## config.mk

```make
export PLATFORM = sky130hd
export DESIGN_NAME = imem_loader_flat
export DESIGN_NICKNAME = d
export VERILOG_FILES = /design/src/rtl/imem_loader_if.sv /design/src/rtl/imem_loader.sv /design/src/flat_wrapper.sv
export SDC_FILE = /design/constraint.sdc
export NUM_CORES = 1
export LEC_CHECK = 0
export BUFFER_PORTS_ARGS = -buffer_cell sky130_fd_sc_hd__buf_2
export CAP_MARGIN = 10
export CORE_UTILIZATION = 45
export CTS_CLUSTER_SIZE = 12
export DETAILED_ROUTE_END_ITERATION = 7
export PLACE_DENSITY = 0.72
export SYNTH_ARGS = -nofsm -noshare
export SYNTH_HDL_FRONTEND = slang
export SYNTH_SLANG_ARGS = --single-unit
```

## constraint.sdc

```tcl
create_clock -name clk -period 1.9 [get_ports clk]
set_input_delay 0.095 -clock clk [delete_from_list [all_inputs] [get_ports clk]]
set_output_delay 0.095 -clock clk [all_outputs]
set_load 0.05 [all_outputs]
```

## src/rtl/imem_loader_if.sv

```systemverilog
// Byte-stream input, instruction-memory write port and CPU control outputs of imem_loader.
// The master modport belongs to the loader; the slave modport belongs to the stream source / memory side.
interface imem_loader_if #(
    parameter int ADDR_W = 10,
    parameter int DATA_W = 10
);
    logic [7:0]        rx_data;
    logic              rx_valid;
    logic              rx_ready;
    logic              imem_we;
    logic [ADDR_W-1:0] imem_addr;
    logic [DATA_W-1:0] imem_wdata;
    logic [DATA_W-1:0] imem_rdata;
    logic              cpu_hold;
    logic              load_done;
    logic              load_error;
    logic [7:0]        words_loaded;

    modport master (
        input  rx_data, rx_valid, imem_rdata,
        output rx_ready, imem_we, imem_addr, imem_wdata,
               cpu_hold, load_done, load_error, words_loaded
    );

    modport slave (
        output rx_data, rx_valid, imem_rdata,
        input  rx_ready, imem_we, imem_addr, imem_wdata,
               cpu_hold, load_done, load_error, words_loaded
    );
endinterface

```

## src/rtl/imem_loader.sv

```systemverilog
// Receives a framed program image (A5, N, N x {HI,LO}, CSUM) and writes 10-bit words into instruction RAM.
// Define IMEM_LOADER_READBACK_EN to verify every written word through imem_rdata before moving on.
module imem_loader #(
    parameter int ADDR_W         = 10,
    parameter int DATA_W         = 10,
    parameter int BASE_ADDR      = 0,
    parameter int MAX_WORDS      = 128,
    parameter int TIMEOUT_CYCLES = 1024
) (
    input  logic          clk,
    input  logic          rst,
    imem_loader_if.master bus
);
    generate
        if (DATA_W != 10) begin : g_bad_data_w
            $error("imem_loader: DATA_W must be 10");
        end
        if (MAX_WORDS < 1 || MAX_WORDS > 255) begin : g_bad_max_words
            $error("imem_loader: MAX_WORDS must be in 1..255");
        end
    endgenerate

    localparam int                TMO_W     = $clog2(TIMEOUT_CYCLES + 1);
    localparam logic [TMO_W-1:0]  TMO_LAST  = TMO_W'(TIMEOUT_CYCLES - 1);
    localparam logic [7:0]        MAX_W8    = 8'(MAX_WORDS);
    localparam logic [ADDR_W-1:0] BASE      = ADDR_W'(BASE_ADDR);
    localparam logic [7:0]        HDR_BYTE  = 8'hA5;

`ifdef IMEM_LOADER_READBACK_EN
    typedef enum logic [3:0] {
        S_IDLE, S_COUNT, S_HI, S_LO, S_WRITE, S_CSUM, S_DONE, S_ERR, S_VERIFY
    } state_t;
`else
    typedef enum logic [3:0] {
        S_IDLE, S_COUNT, S_HI, S_LO, S_WRITE, S_CSUM, S_DONE, S_ERR
    } state_t;
`endif

    state_t            r_state;
    state_t            w_state_next;
    logic              r_rx_ready;
    logic              r_imem_we;
    logic              w_rx_ready_next;
    logic              w_imem_we_next;
    logic [ADDR_W-1:0] r_imem_addr;
    logic [DATA_W-1:0] r_imem_wdata;
    logic              r_cpu_hold;
    logic              r_load_done;
    logic              r_load_error;
    logic [7:0]        r_words_loaded;
    logic [7:0]        r_count;
    logic [7:0]        r_csum;
    logic [1:0]        r_hi;
    logic [TMO_W-1:0]  r_tmo;

    logic w_hs;
    logic w_frame_state;
    logic w_tmo_hit;
    logic w_last_word;
    logic w_word_end;
    logic w_hdr;

    assign w_hs          = bus.rx_valid & r_rx_ready;
    assign w_frame_state = (r_state == S_COUNT) || (r_state == S_HI) ||
                           (r_state == S_LO)    || (r_state == S_CSUM);
    assign w_tmo_hit     = w_frame_state && !w_hs && (r_tmo == TMO_LAST);
    assign w_last_word   = ((r_words_loaded + 8'd1) == r_count);
    // A header is the only way into COUNT from outside it.
    assign w_hdr         = (w_state_next == S_COUNT) && (r_state != S_COUNT);

`ifdef IMEM_LOADER_READBACK_EN
    assign w_word_end = (r_state == S_VERIFY);
`else
    assign w_word_end = (r_state == S_WRITE);
    logic w_unused_rdata;
    assign w_unused_rdata = ^bus.imem_rdata;
`endif

    always_ff @(posedge clk) begin : p_state_reg
        if (!rst) begin
            r_state    <= S_IDLE;
            r_rx_ready <= 1'b0;
            r_imem_we  <= 1'b0;
        end else begin
            r_state    <= w_state_next;
            r_rx_ready <= w_rx_ready_next;
            r_imem_we  <= w_imem_we_next;
        end
    end

    always_comb begin : p_next_state
        w_state_next = r_state;
        case (r_state)
            S_IDLE, S_DONE: begin
                if (w_hs && bus.rx_data == HDR_BYTE) w_state_next = S_COUNT;
            end
            S_ERR: begin
                w_state_next = (w_hs && bus.rx_data == HDR_BYTE) ? S_COUNT : S_IDLE;
            end
            S_COUNT: begin
                if (w_tmo_hit)
                    w_state_next = S_ERR;
                else if (w_hs)
                    w_state_next = (bus.rx_data == 8'd0 || bus.rx_data > MAX_W8) ? S_ERR : S_HI;
            end
            S_HI: begin
                if (w_tmo_hit)
                    w_state_next = S_ERR;
                else if (w_hs)
                    w_state_next = (bus.rx_data[7:2] != 6'd0) ? S_ERR : S_LO;
            end
            S_LO: begin
                if (w_tmo_hit)
                    w_state_next = S_ERR;
                else if (w_hs)
                    w_state_next = S_WRITE;
            end
`ifdef IMEM_LOADER_READBACK_EN
            S_WRITE: w_state_next = S_VERIFY;
            S_VERIFY: begin
                if (bus.imem_rdata != r_imem_wdata)
                    w_state_next = S_ERR;
                else
                    w_state_next = w_last_word ? S_CSUM : S_HI;
            end
`else
            S_WRITE: w_state_next = w_last_word ? S_CSUM : S_HI;
`endif
            S_CSUM: begin
                if (w_tmo_hit)
                    w_state_next = S_ERR;
                else if (w_hs)
                    w_state_next = (bus.rx_data == r_csum) ? S_DONE : S_ERR;
            end
            default: w_state_next = S_IDLE;
        endcase
    end

    // Strobes are registered from the next state so they are glitch-free and independent of rx_valid.
    always_comb begin : p_outputs
        w_rx_ready_next = 1'b1;
        w_imem_we_next  = 1'b0;
        case (w_state_next)
            S_WRITE: begin
                w_rx_ready_next = 1'b0;
                w_imem_we_next  = 1'b1;
            end
`ifdef IMEM_LOADER_READBACK_EN
            S_VERIFY: w_rx_ready_next = 1'b0;
`endif
            default: ;
        endcase
    end

    always_ff @(posedge clk) begin : p_datapath
        if (!rst) begin
            r_imem_addr    <= BASE;
            r_imem_wdata   <= '0;
            r_cpu_hold     <= 1'b1;
            r_load_done    <= 1'b0;
            r_load_error   <= 1'b0;
            r_words_loaded <= 8'd0;
            r_count        <= 8'd0;
            r_csum         <= 8'd0;
            r_hi           <= 2'd0;
            r_tmo          <= '0;
        end else begin
            if (w_hdr) begin
                r_cpu_hold     <= 1'b1;
                r_load_done    <= 1'b0;
                r_load_error   <= 1'b0;
                r_words_loaded <= 8'd0;
                r_imem_addr    <= BASE;
                r_csum         <= 8'd0;
            end
            if (r_state == S_COUNT && w_state_next == S_HI) begin
                r_count <= bus.rx_data;
                r_csum  <= r_csum ^ bus.rx_data;
            end
            if (r_state == S_HI && w_state_next == S_LO) begin
                r_hi   <= bus.rx_data[1:0];
                r_csum <= r_csum ^ bus.rx_data;
            end
            if (r_state == S_LO && w_state_next == S_WRITE) begin
                r_imem_wdata <= {r_hi, bus.rx_data};
                r_csum       <= r_csum ^ bus.rx_data;
            end
            if (w_word_end) begin
                r_words_loaded <= r_words_loaded + 8'd1;
                r_imem_addr    <= r_imem_addr + ADDR_W'(1);
            end
            if (r_state == S_CSUM && w_state_next == S_DONE) begin
                r_cpu_hold  <= 1'b0;
                r_load_done <= 1'b1;
            end
            if (w_state_next == S_ERR) r_load_error <= 1'b1;
            if (w_frame_state && !w_hs)
                r_tmo <= r_tmo + TMO_W'(1);
            else
                r_tmo <= '0;
        end
    end

    assign bus.rx_ready     = r_rx_ready;
    assign bus.imem_we      = r_imem_we;
    assign bus.imem_addr    = r_imem_addr;
    assign bus.imem_wdata   = r_imem_wdata;
    assign bus.cpu_hold     = r_cpu_hold;
    assign bus.load_done    = r_load_done;
    assign bus.load_error   = r_load_error;
    assign bus.words_loaded = r_words_loaded;
endmodule

```

## src/flat_wrapper.sv

```systemverilog
// flat-port wrapper written by rule: the top's interface ports become plain ports
module imem_loader_flat 
#(
    parameter int ADDR_W         = 10,
    parameter int DATA_W         = 10,
    parameter int BASE_ADDR      = 0,
    parameter int MAX_WORDS      = 128,
    parameter int TIMEOUT_CYCLES = 1024
)
  (clk, rst, bus_rx_data, bus_rx_valid, bus_imem_rdata, bus_rx_ready, bus_imem_we, bus_imem_addr, bus_imem_wdata, bus_cpu_hold, bus_load_done, bus_load_error, bus_words_loaded);
  imem_loader_if #(.ADDR_W(ADDR_W), .DATA_W(DATA_W)) bus_i ();
  input  logic clk;
  input  logic rst;
  input wire logic [$bits(bus_i.rx_data)-1:0] bus_rx_data;
  input wire logic [$bits(bus_i.rx_valid)-1:0] bus_rx_valid;
  input wire logic [$bits(bus_i.imem_rdata)-1:0] bus_imem_rdata;
  output wire logic [$bits(bus_i.rx_ready)-1:0] bus_rx_ready;
  output wire logic [$bits(bus_i.imem_we)-1:0] bus_imem_we;
  output wire logic [$bits(bus_i.imem_addr)-1:0] bus_imem_addr;
  output wire logic [$bits(bus_i.imem_wdata)-1:0] bus_imem_wdata;
  output wire logic [$bits(bus_i.cpu_hold)-1:0] bus_cpu_hold;
  output wire logic [$bits(bus_i.load_done)-1:0] bus_load_done;
  output wire logic [$bits(bus_i.load_error)-1:0] bus_load_error;
  output wire logic [$bits(bus_i.words_loaded)-1:0] bus_words_loaded;
  assign bus_i.rx_data = bus_rx_data;
  assign bus_i.rx_valid = bus_rx_valid;
  assign bus_i.imem_rdata = bus_imem_rdata;
  assign bus_rx_ready = bus_i.rx_ready;
  assign bus_imem_we = bus_i.imem_we;
  assign bus_imem_addr = bus_i.imem_addr;
  assign bus_imem_wdata = bus_i.imem_wdata;
  assign bus_cpu_hold = bus_i.cpu_hold;
  assign bus_load_done = bus_i.load_done;
  assign bus_load_error = bus_i.load_error;
  assign bus_words_loaded = bus_i.words_loaded;
  imem_loader #(.ADDR_W(ADDR_W), .DATA_W(DATA_W), .BASE_ADDR(BASE_ADDR), .MAX_WORDS(MAX_WORDS), .TIMEOUT_CYCLES(TIMEOUT_CYCLES)) u_core (.clk(clk), .rst(rst), .bus(bus_i));
endmodule
```

==> impl_summary.log, run 1 <==
[metrics] result of the run: complete, but fails checks
[metrics] failing checks: setup timing
[metrics] critical path start-end classification: reg -> reg
[metrics] worst-path fanout max: 3
[metrics] routed length per instance: 15.7 um
[metrics] transition time of the tightest slew-check pin: 0.555 ns
[metrics] global-route wire length before repair: 15,000 um
[metrics] post-synthesis instance area: 3370 um^2
[metrics] fill cell count: 589
[metrics] launch point of the worst path: u_core.r_csum[6]
[metrics] clock buffer depth: 2
[metrics] TritonCTS clock tree: built
[metrics] die height: 88.5 um
[metrics] count of final max-slew check failures: 0
[metrics] switching part of the total: 24.3%
[metrics] class of the tightest hold or removal check: in -> reg
[metrics] final setup skew: 0.00811 ns
[metrics] total gr overflow: 0
[metrics] maximum number of pins on one net before global-route repair: 22
[metrics] cell with the largest stage delay on the worst path: or4_4
[metrics] design area: 4820 um^2
[metrics] htree depth: 3
[metrics] cell family contributing the most delay on the critical path: simple AND/OR/NAND/NOR gates
[metrics] Core Area: 7250 um^2
[metrics] buffer cell driving the clock tree root: clkbuf_8
[metrics] TritonCTS Buffers: 9
[metrics] number of flip-flops and latches in the synthesized netlist: 66
[metrics] critical path buffer and inverter count: 1
[metrics] Cell Pwr Density: 551 nW/um^2
[metrics] largest stage delay on the critical path: 0.54 ns
[metrics] clk sinks: 66
[metrics] fraction of layout cells with a size suffix above 1: 44.3%
[metrics] internal power component: 2.01 mW
[metrics] drt first-iter violations: 233
[metrics] Critical Path RT: 2.16 ns
[metrics] net count after synthesis: 422
[metrics] ports placed on the boundary: 54
[metrics] row count: 31
[metrics] dpl hpwl: 6330 um
[metrics] Net Switching: 0.645 mW
[metrics] GRT Total Usage: 25.3%
[metrics] latest clock arrival within the worst-skew pair: 0.36 ns
[metrics] min Tclk post-route: 2.22 ns
[metrics] setup repair after global routing missed its margin: true
[metrics] antenna violations before repair: 0
[metrics] sort of element at the start of the critical path: flop
[metrics] final net count: 538
[metrics] worst setup slack after layout: -0.318 ns
[metrics] first-pass iteration count of the detailed router: 4
[metrics] count of unresolved DRC violations after routing: 0
[metrics] logic depth of the worst setup path including buffers: 8
[metrics] total design power: 2.66 mW
[metrics] arrival time worst endpoint: 2.48 ns
[metrics] startpoint of the worst register-to-register path: u_core.r_csum[6]
[metrics] portion of the post-synthesis area used by sequential elements: 39.2%
[metrics] maximum achievable frequency: 451 MHz
[metrics] max cap viols: 0
[metrics] remaining number of nets flagged by the antenna check after routing: 0
[metrics] effective utilization at floorplan: 46.4%
[metrics] Unique masters post-synth: 57
[metrics] worst r2r dst: u_core.bus.cpu_hold
[metrics] Worst R2R Setup Slack: -0.32 ns
[metrics] routed via count divided by cell count: 5.61
[metrics] vias in the first global route: 3,311
[metrics] endpoint type of the worst setup path: flop
[metrics] CP cell instances: xor2_1, or4_4, nor4_4, o21a_4, nand2_4, buf_4, or3_4, a21o_1
[metrics] endpoint of the worst setup timing path: u_core.bus.cpu_hold
[metrics] Port Buf Inserts: 43
[metrics] routability-driven placement congestion ratio: 0.809
[metrics] instance count of the mapped netlist: 398
[metrics] Antenna diodes: 0
[metrics] leakage power summed over all cells: 1.98 nW
[metrics] Primary FF master, synth: dfxtp_1
[metrics] commonest non-fill, non-tap cell in the layout: buf_4
[metrics] die area: 7830 um^2
[metrics] most used cells in the layout excluding fill and tap cells: buf_4 (75), nor2_1 (51), dfxtp_1 (49)
[metrics] Post-synth ARST share: 0%
[metrics] layout-stage area growth over the synthesis result: 43.1%
[metrics] max-slew headroom at the worst pin: 63.0%
[metrics] number of enable flip-flop cells after synthesis: 0
[metrics] share of total power in sequential cells: 51.8%
[metrics] portion of total power attributed to the clock network: 43.1%
[metrics] share of the clock period used by the worst path: 117%
[metrics] clock edge transition at the registers on the reported setup and hold paths: 0.07 ns
[metrics] final hold violation count: 0
[metrics] Combinational Power Share: 5.1%
[metrics] via count of the routed design: 3,467
[metrics] instance area after placement: 4160 um^2
[metrics] number of failing setup endpoints in the final timing report: 33
[metrics] Routed WL: 9690 um
[metrics] R2R depth: 8
[metrics] count of warnings emitted by yosys: 0
[metrics] die outline width: 88.5 um
[metrics] Max VDD drop: 437 uV
[metrics] per-instance average area after synthesis: 8.46 um^2
## cell usage after synthesis, types with 3 or more instances
| master | count | area (um^2) |
|---|---|---|
| inv_1 | 3 | 11.3 |
| buf_2 | 8 | 40.0 |
| nand4_1 | 5 | 31.3 |
| a31oi_1 | 7 | 43.8 |
| nand2_1 | 30 | 113 |
| dfxtp_1 | 66 | 1320 |
| xor2_1 | 10 | 87.6 |
| and2_1 | 3 | 18.8 |
| mux2i_1 | 20 | 200 |
| nor3_1 | 10 | 50.1 |
| ha_1 | 3 | 37.5 |
| nand4b_1 | 14 | 123 |
| or3_1 | 5 | 31.3 |
| nor2b_1 | 6 | 37.5 |
| and3_1 | 4 | 25.0 |
| xnor2_1 | 15 | 131 |
| clkbuf_1 | 11 | 41.3 |
| o21ai_0 | 16 | 80.1 |
| nor2_1 | 54 | 203 |
| a21oi_1 | 24 | 120 |
| nand3_1 | 32 | 160 |
| nor4_1 | 6 | 37.5 |
## tightest hold or removal path, cell delays in order
cell     delay, ns
buf_2         0.13
mux2i_1       0.08
nor2_1        0.07
## worst min-delay path by stage
stage,from,to,slack [ns],depth (start not counted)
finish,bus_rx_data[3],u_core.bus.imem_wdata[3],0.05,3
global route,bus_rx_data[3],u_core.bus.imem_wdata[3],0.05,3
CTS,bus_rx_data[3],u_core.bus.imem_wdata[3],0.03,3
detailed placement,bus_rx_data[7],u_core.bus.imem_wdata[7],0.39,3
global placement,bus_rx_data[7],u_core.bus.imem_wdata[7],0.37,3
floorplan,bus_rx_data[1],u_core.r_count[1],0.24,2
## state kept, by name, summed over array words and instances (netlist names)
register	flops
u_core.bus.load_done	1
u_core.bus.imem_we	1
u_core.bus.cpu_hold	1
u_core.bus.imem_addr	10
u_core.r_csum	8
u_core.r_hi	2
u_core.r_state	4
u_core.r_count	8
u_core.r_tmo	11
u_core.bus.imem_wdata	10
u_core.bus.words_loaded	8
u_core.bus.rx_ready	1
u_core.bus.load_error	1
## logic make-up after synthesis
| logic type | synth area share, % |
|---|---|
| fa+ha+maj | 1.11 |
| mux | 5.94 |
| simple gates | 29.7 |
| flops | 39.2 |
| compound gates | 13.6 |
| buf+inv | 3.79 |
| other cells | 0.111 |
| xor+xnor | 6.50 |
## cell type report
class / instances / area (um^2) / share of cell area, %
sequential: 66 / 1360 / 28.3
clock buffer: 12 / 166 / 3.45
multi-input combinational: 307 / 2240 / 46.4
clock inverter: 4 / 23.8 / 0.493
tap: 99 / 124 / 2.57
timing repair buffer: 127 / 897 / 18.6
inverter: 3 / 11.3 / 0.234
## power by group through the flow
| stage | Clock (mW) | Combinational [mW] | Sequential [mW] |
|---|---|---|---|
| 3_3_place_gp | 0 | 0.121 | 1.41 |
| 3_5_place_dp | 0 | 0.123 | 1.41 |
| 6_report | 1.14 | 0.135 | 1.38 |
| 2_1_floorplan | 0 | 0.0555 | 1.42 |
| 4_1_cts | 1.16 | 0.130 | 1.38 |
| 5_1_grt | 1.21 | 0.143 | 1.38 |
## layer usage
metal / vias up / wire, um / global-route usage (%)
met2: 115 / 4860 / 41.9
met4: 0 / 360 / 14.5
met1: 1664 / 3960 / 29.8
met3: 29 / 515 / 6.44
met5: - / 0 / 0
li1: 1659 / - / -
## per-stage QoR
step / TNS, ns / utilization [%] / instances / setup slack [ns] / hold slack, ns
floorplan: -4.29 / - / 398 / -0.228 / 0.239
global placement: -6.91 / 57.3 / 585 / -0.267 / 0.374
detailed placement: -8.77 / 57.3 / 585 / -0.329 / 0.392
CTS: -6.01 / 63.5 / 610 / -0.308 / 0.0326
global route: -9.91 / 66.5 / 618 / -0.397 / 0.0529
finish: -6.64 / 66.5 / 618 / -0.318 / 0.0460
## timing repair
item,4_1_cts,5_1_grt
hold buffers,0,0
cloned,1,0
setup buffers,8,9
setup endpoints to repair,47,51
pin swaps,29,40
resized for setup,46,45
hold endpoints to repair,0,0
No activity file was read; power rests on OpenSTA's default activity.
==> inputs of run 2 (changes only) <==
--- a/config.mk
+++ b/config.mk
@@ -5,6 +5,7 @@
 export SDC_FILE = /design/constraint.sdc
 export NUM_CORES = 1
 export LEC_CHECK = 0
+export ABC_AREA = 1
 export BUFFER_PORTS_ARGS = -buffer_cell sky130_fd_sc_hd__buf_2
 export CAP_MARGIN = 10
 export CORE_UTILIZATION = 45
==> impl_summary.log, run 2 <==
[metrics] row count: 31
[metrics] clk sinks: 66
[metrics] endpoint of the worst setup timing path: u_core.bus.imem_wdata[2]
[metrics] clock edge transition at the registers on the reported setup and hold paths: 0.08 ns
[metrics] via count of the routed design: 3,774
[metrics] global-route wire length before repair: 14,700 um
[metrics] htree depth: 3
[metrics] cell type with the largest total area after synthesis: dfxtp_1
[metrics] count of final max-slew check failures: 0
[metrics] buffer cell driving the clock tree root: clkbuf_8
[metrics] antenna violations before repair: 0
[metrics] Primary FF master, synth: dfxtp_1
[metrics] remaining number of nets flagged by the antenna check after routing: 0
[metrics] number of flip-flops and latches in the synthesized netlist: 66
[metrics] final net count: 680
[metrics] sort of element at the start of the critical path: flop
[metrics] maximum achievable frequency: 434 MHz
[metrics] portion of the post-synthesis area used by sequential elements: 38.2%
[metrics] total gr overflow: 0
[metrics] Routed WL: 9910 um
[metrics] effective utilization at floorplan: 47.2%
[metrics] Reg with most FFs: u_core.r_tmo
[metrics] total design power: 2.79 mW
[metrics] routability-driven placement congestion ratio: 0.888
[metrics] drt first-iter violations: 137
[metrics] largest stage delay on the critical path: 0.37 ns
[metrics] count of warnings emitted by yosys: 0
[metrics] Antenna diodes: 0
[metrics] Core Area: 7330 um^2
[metrics] commonest non-fill, non-tap cell in the layout: nand2_1
[metrics] Worst R2R Setup Slack: -0.40 ns
[metrics] R2R depth: 16
[metrics] per-instance average area after synthesis: 6.56 um^2
[metrics] TritonCTS Buffers: 9
[metrics] most used cells in the layout excluding fill and tap cells: nand2_1 (130), buf_4 (71), inv_1 (70)
[metrics] clock buffer depth: 2
[metrics] number of flip-flops under the largest register name: 11
[metrics] vias in the first global route: 3,421
[metrics] CP cell instances: ha_4, nand3_4, or2_1, nand2_2, nand2_2, nand3_2, nor2_4, buf_6, nand3_4, nand2_4, nor2_4, nand2_4, inv_8, clkbuf_16, o21ai_4, a21oi_2
[metrics] worst-path fanout max: 5
[metrics] leakage power summed over all cells: 2.28 nW
[metrics] max cap viols: 0
[metrics] final hold violation count: 0
[metrics] Max VDD drop: 410 uV
[metrics] routed via count divided by cell count: 4.97
[metrics] failing checks: setup timing
[metrics] Cells after DPL: 725
[metrics] number of enable flip-flop cells after synthesis: 0
[metrics] dpl hpwl: 6580 um
[metrics] maximum number of pins on one net before global-route repair: 33
[metrics] instance count of the mapped netlist: 527
[metrics] count of non-filler cells in the finished layout: 760
[metrics] endpoint type of the worst setup path: flop
[metrics] first-pass iteration count of the detailed router: 4
[metrics] result of the run: complete, but fails checks
[metrics] fraction of layout cells with a size suffix above 1: 37.2%
[metrics] arrival time worst endpoint: 2.58 ns
[metrics] dominant cell by count in the synthesized netlist: nand2_1
[metrics] routed length per instance: 13.0 um
[metrics] number of failing setup endpoints in the final timing report: 34
[metrics] GRT Total Usage: 23.8%
[metrics] launch point of the worst path: u_core.bus.words_loaded[0]
[metrics] worst r2r dst: u_core.bus.imem_wdata[2]
[metrics] die height: 89.7 um
[metrics] die outline width: 89.7 um
[metrics] min Tclk post-route: 2.30 ns
[metrics] Post-synth ARST share: 0%
[metrics] post-synthesis instance area: 3460 um^2
[metrics] die area: 8040 um^2
[metrics] total of hold buffers inserted after clock tree synthesis: 0
[metrics] class of the tightest hold or removal check: in -> reg
[metrics] Post-synth top cells: nand2_1 (145), inv_1 (74), dfxtp_1 (66), nor2_1 (56), a21oi_1 (44)
[metrics] net count after synthesis: 551
[metrics] latest clock arrival within the worst-skew pair: 0.35 ns
[metrics] Unique masters post-synth: 37
[metrics] TritonCTS clock tree: built
[metrics] Cell Pwr Density: 550 nW/um^2
[metrics] critical path start-end classification: reg -> reg
[metrics] final setup skew: 0.0124 ns
[metrics] cell with the largest stage delay on the worst path: dfxtp_4
[metrics] layout-stage area growth over the synthesis result: 46.9%
[metrics] ports placed on the boundary: 54
[metrics] area share of the largest cell type after synthesis: 38.2%
[metrics] startpoint of the worst register-to-register path: u_core.bus.words_loaded[0]
[metrics] count of unresolved DRC violations after routing: 0
[metrics] Port Buf Inserts: 43
[metrics] setup repair after global routing missed its margin: true
[metrics] top post-synthesis cells by area: dfxtp_1 (38%), nand2_1 (16%), inv_1 (8.0%), a21oi_1 (6.4%), nor2_1 (6.1%)
[metrics] Critical Path RT: 2.18 ns
[metrics] worst setup slack after layout: -0.402 ns
[metrics] share of the clock period used by the worst path: 121%
-- run 2: changes by cell type in the layout (fill, tap and decap cells not counted), sizes merged, moves of 10 or more --
| cell | delta |
|---|---|
| nand2 | +118 |
| a21oi | +30 |
| nor2 | +10 |
| mux2i | -20 |
| inv | +74 |
| xnor2 | -12 |
| o21ai | +14 |
| nand4b | -14 |
-- run 2: cell families after synthesis --
family                   after synthesis  share of synthesized area, %
AND/OR/NAND/NOR                      274                          34.7
adder cells (fa/ha/maj)                3                          1.09
other                                  1                         0.108
buffers and inverters                 90                          10.3
flip-flops                            66                          38.2
XOR/XNOR                               5                          1.27
AO/OA/AOI/OAI                         88                          14.3
-- run 2: where the power goes --
group          total [mW]  internal, mW  leakage, nW  switching, mW
clock network        1.28         0.731        0.104          0.545
registers            1.38          1.38        0.538        0.00287
logic               0.135        0.0446         1.64         0.0904
-- run 2: stage by stage --
step / instance area, um^2 / hold slack [ns] / setup slack [ns] / TNS, ns / util (%)
global route: 5080 / 0.122 / -0.567 / -15.17 / 69.3
global placement: 4300 / 0.445 / -0.223 / -4.69 / 58.6
floorplan: 3510 / 0.233 / -0.177 / -4.03 / -
finish: 5080 / 0.112 / -0.402 / -9.41 / 69.3
detailed placement: 4300 / 0.455 / -0.328 / -6.56 / 58.6
CTS: 4670 / 0.0954 / -0.267 / -6.00 / 63.7
-- run 2: critical path, delay by kind of cell (launching register included) --
| kind | cells | cell delay (ns) |
|---|---|---|
| DFF | 1 | 0.37 |
| adders and majority gates | 1 | 0.16 |
| AOI/OAI and AO/OA | 2 | 0.18 |
| and+or+nand+nor | 10 | 1.14 |
| buffers and inverters | 3 | 0.38 |
-- run 2: timing repair --
item	4_1_cts	5_1_grt
endpoints found under the setup margin	32	51
gates cloned	1	3
setup buffers	3	14
resized for setup	32	64
pin swaps	10	29
-- run 2: area by class of cell --
cell class | count | area [um^2]
Sequential cell | 66 | 1340
Inverter | 79 | 308
Clock inverter | 6 | 81.3
Clock buffer | 10 | 128
Multi-Input combinational cell | 371 | 2110
Timing Repair Buffer | 128 | 976
Fill cell | 572 | 2250
Tap cell | 99 | 124
Timing Repair inverter | 1 | 7.51
-- run 2: layer usage --
metal	track usage (%)	routed length (um)	part of all wire, %
met3	3.56	430	4.3
met1	30.1	4420	45
met4	9.81	206	2.1
met2	40.7	4850	49
met5	0	0	0
-- run 2: how the worst min path moves through the flow --
stage | start | to | slack [ns] | cells after the start
detailed placement | u_core.r_hi[1] | u_core.r_hi[1] | 0.46 | 1
floorplan | rst | u_core.r_count[0] | 0.23 | 2
CTS | bus_rx_data[7] | u_core.r_count[7] | 0.1 | 3
finish | bus_rx_data[7] | u_core.r_count[7] | 0.11 | 3
global route | bus_rx_data[7] | u_core.r_count[7] | 0.12 | 3
global placement | u_core.r_hi[1] | u_core.r_hi[1] | 0.45 | 1
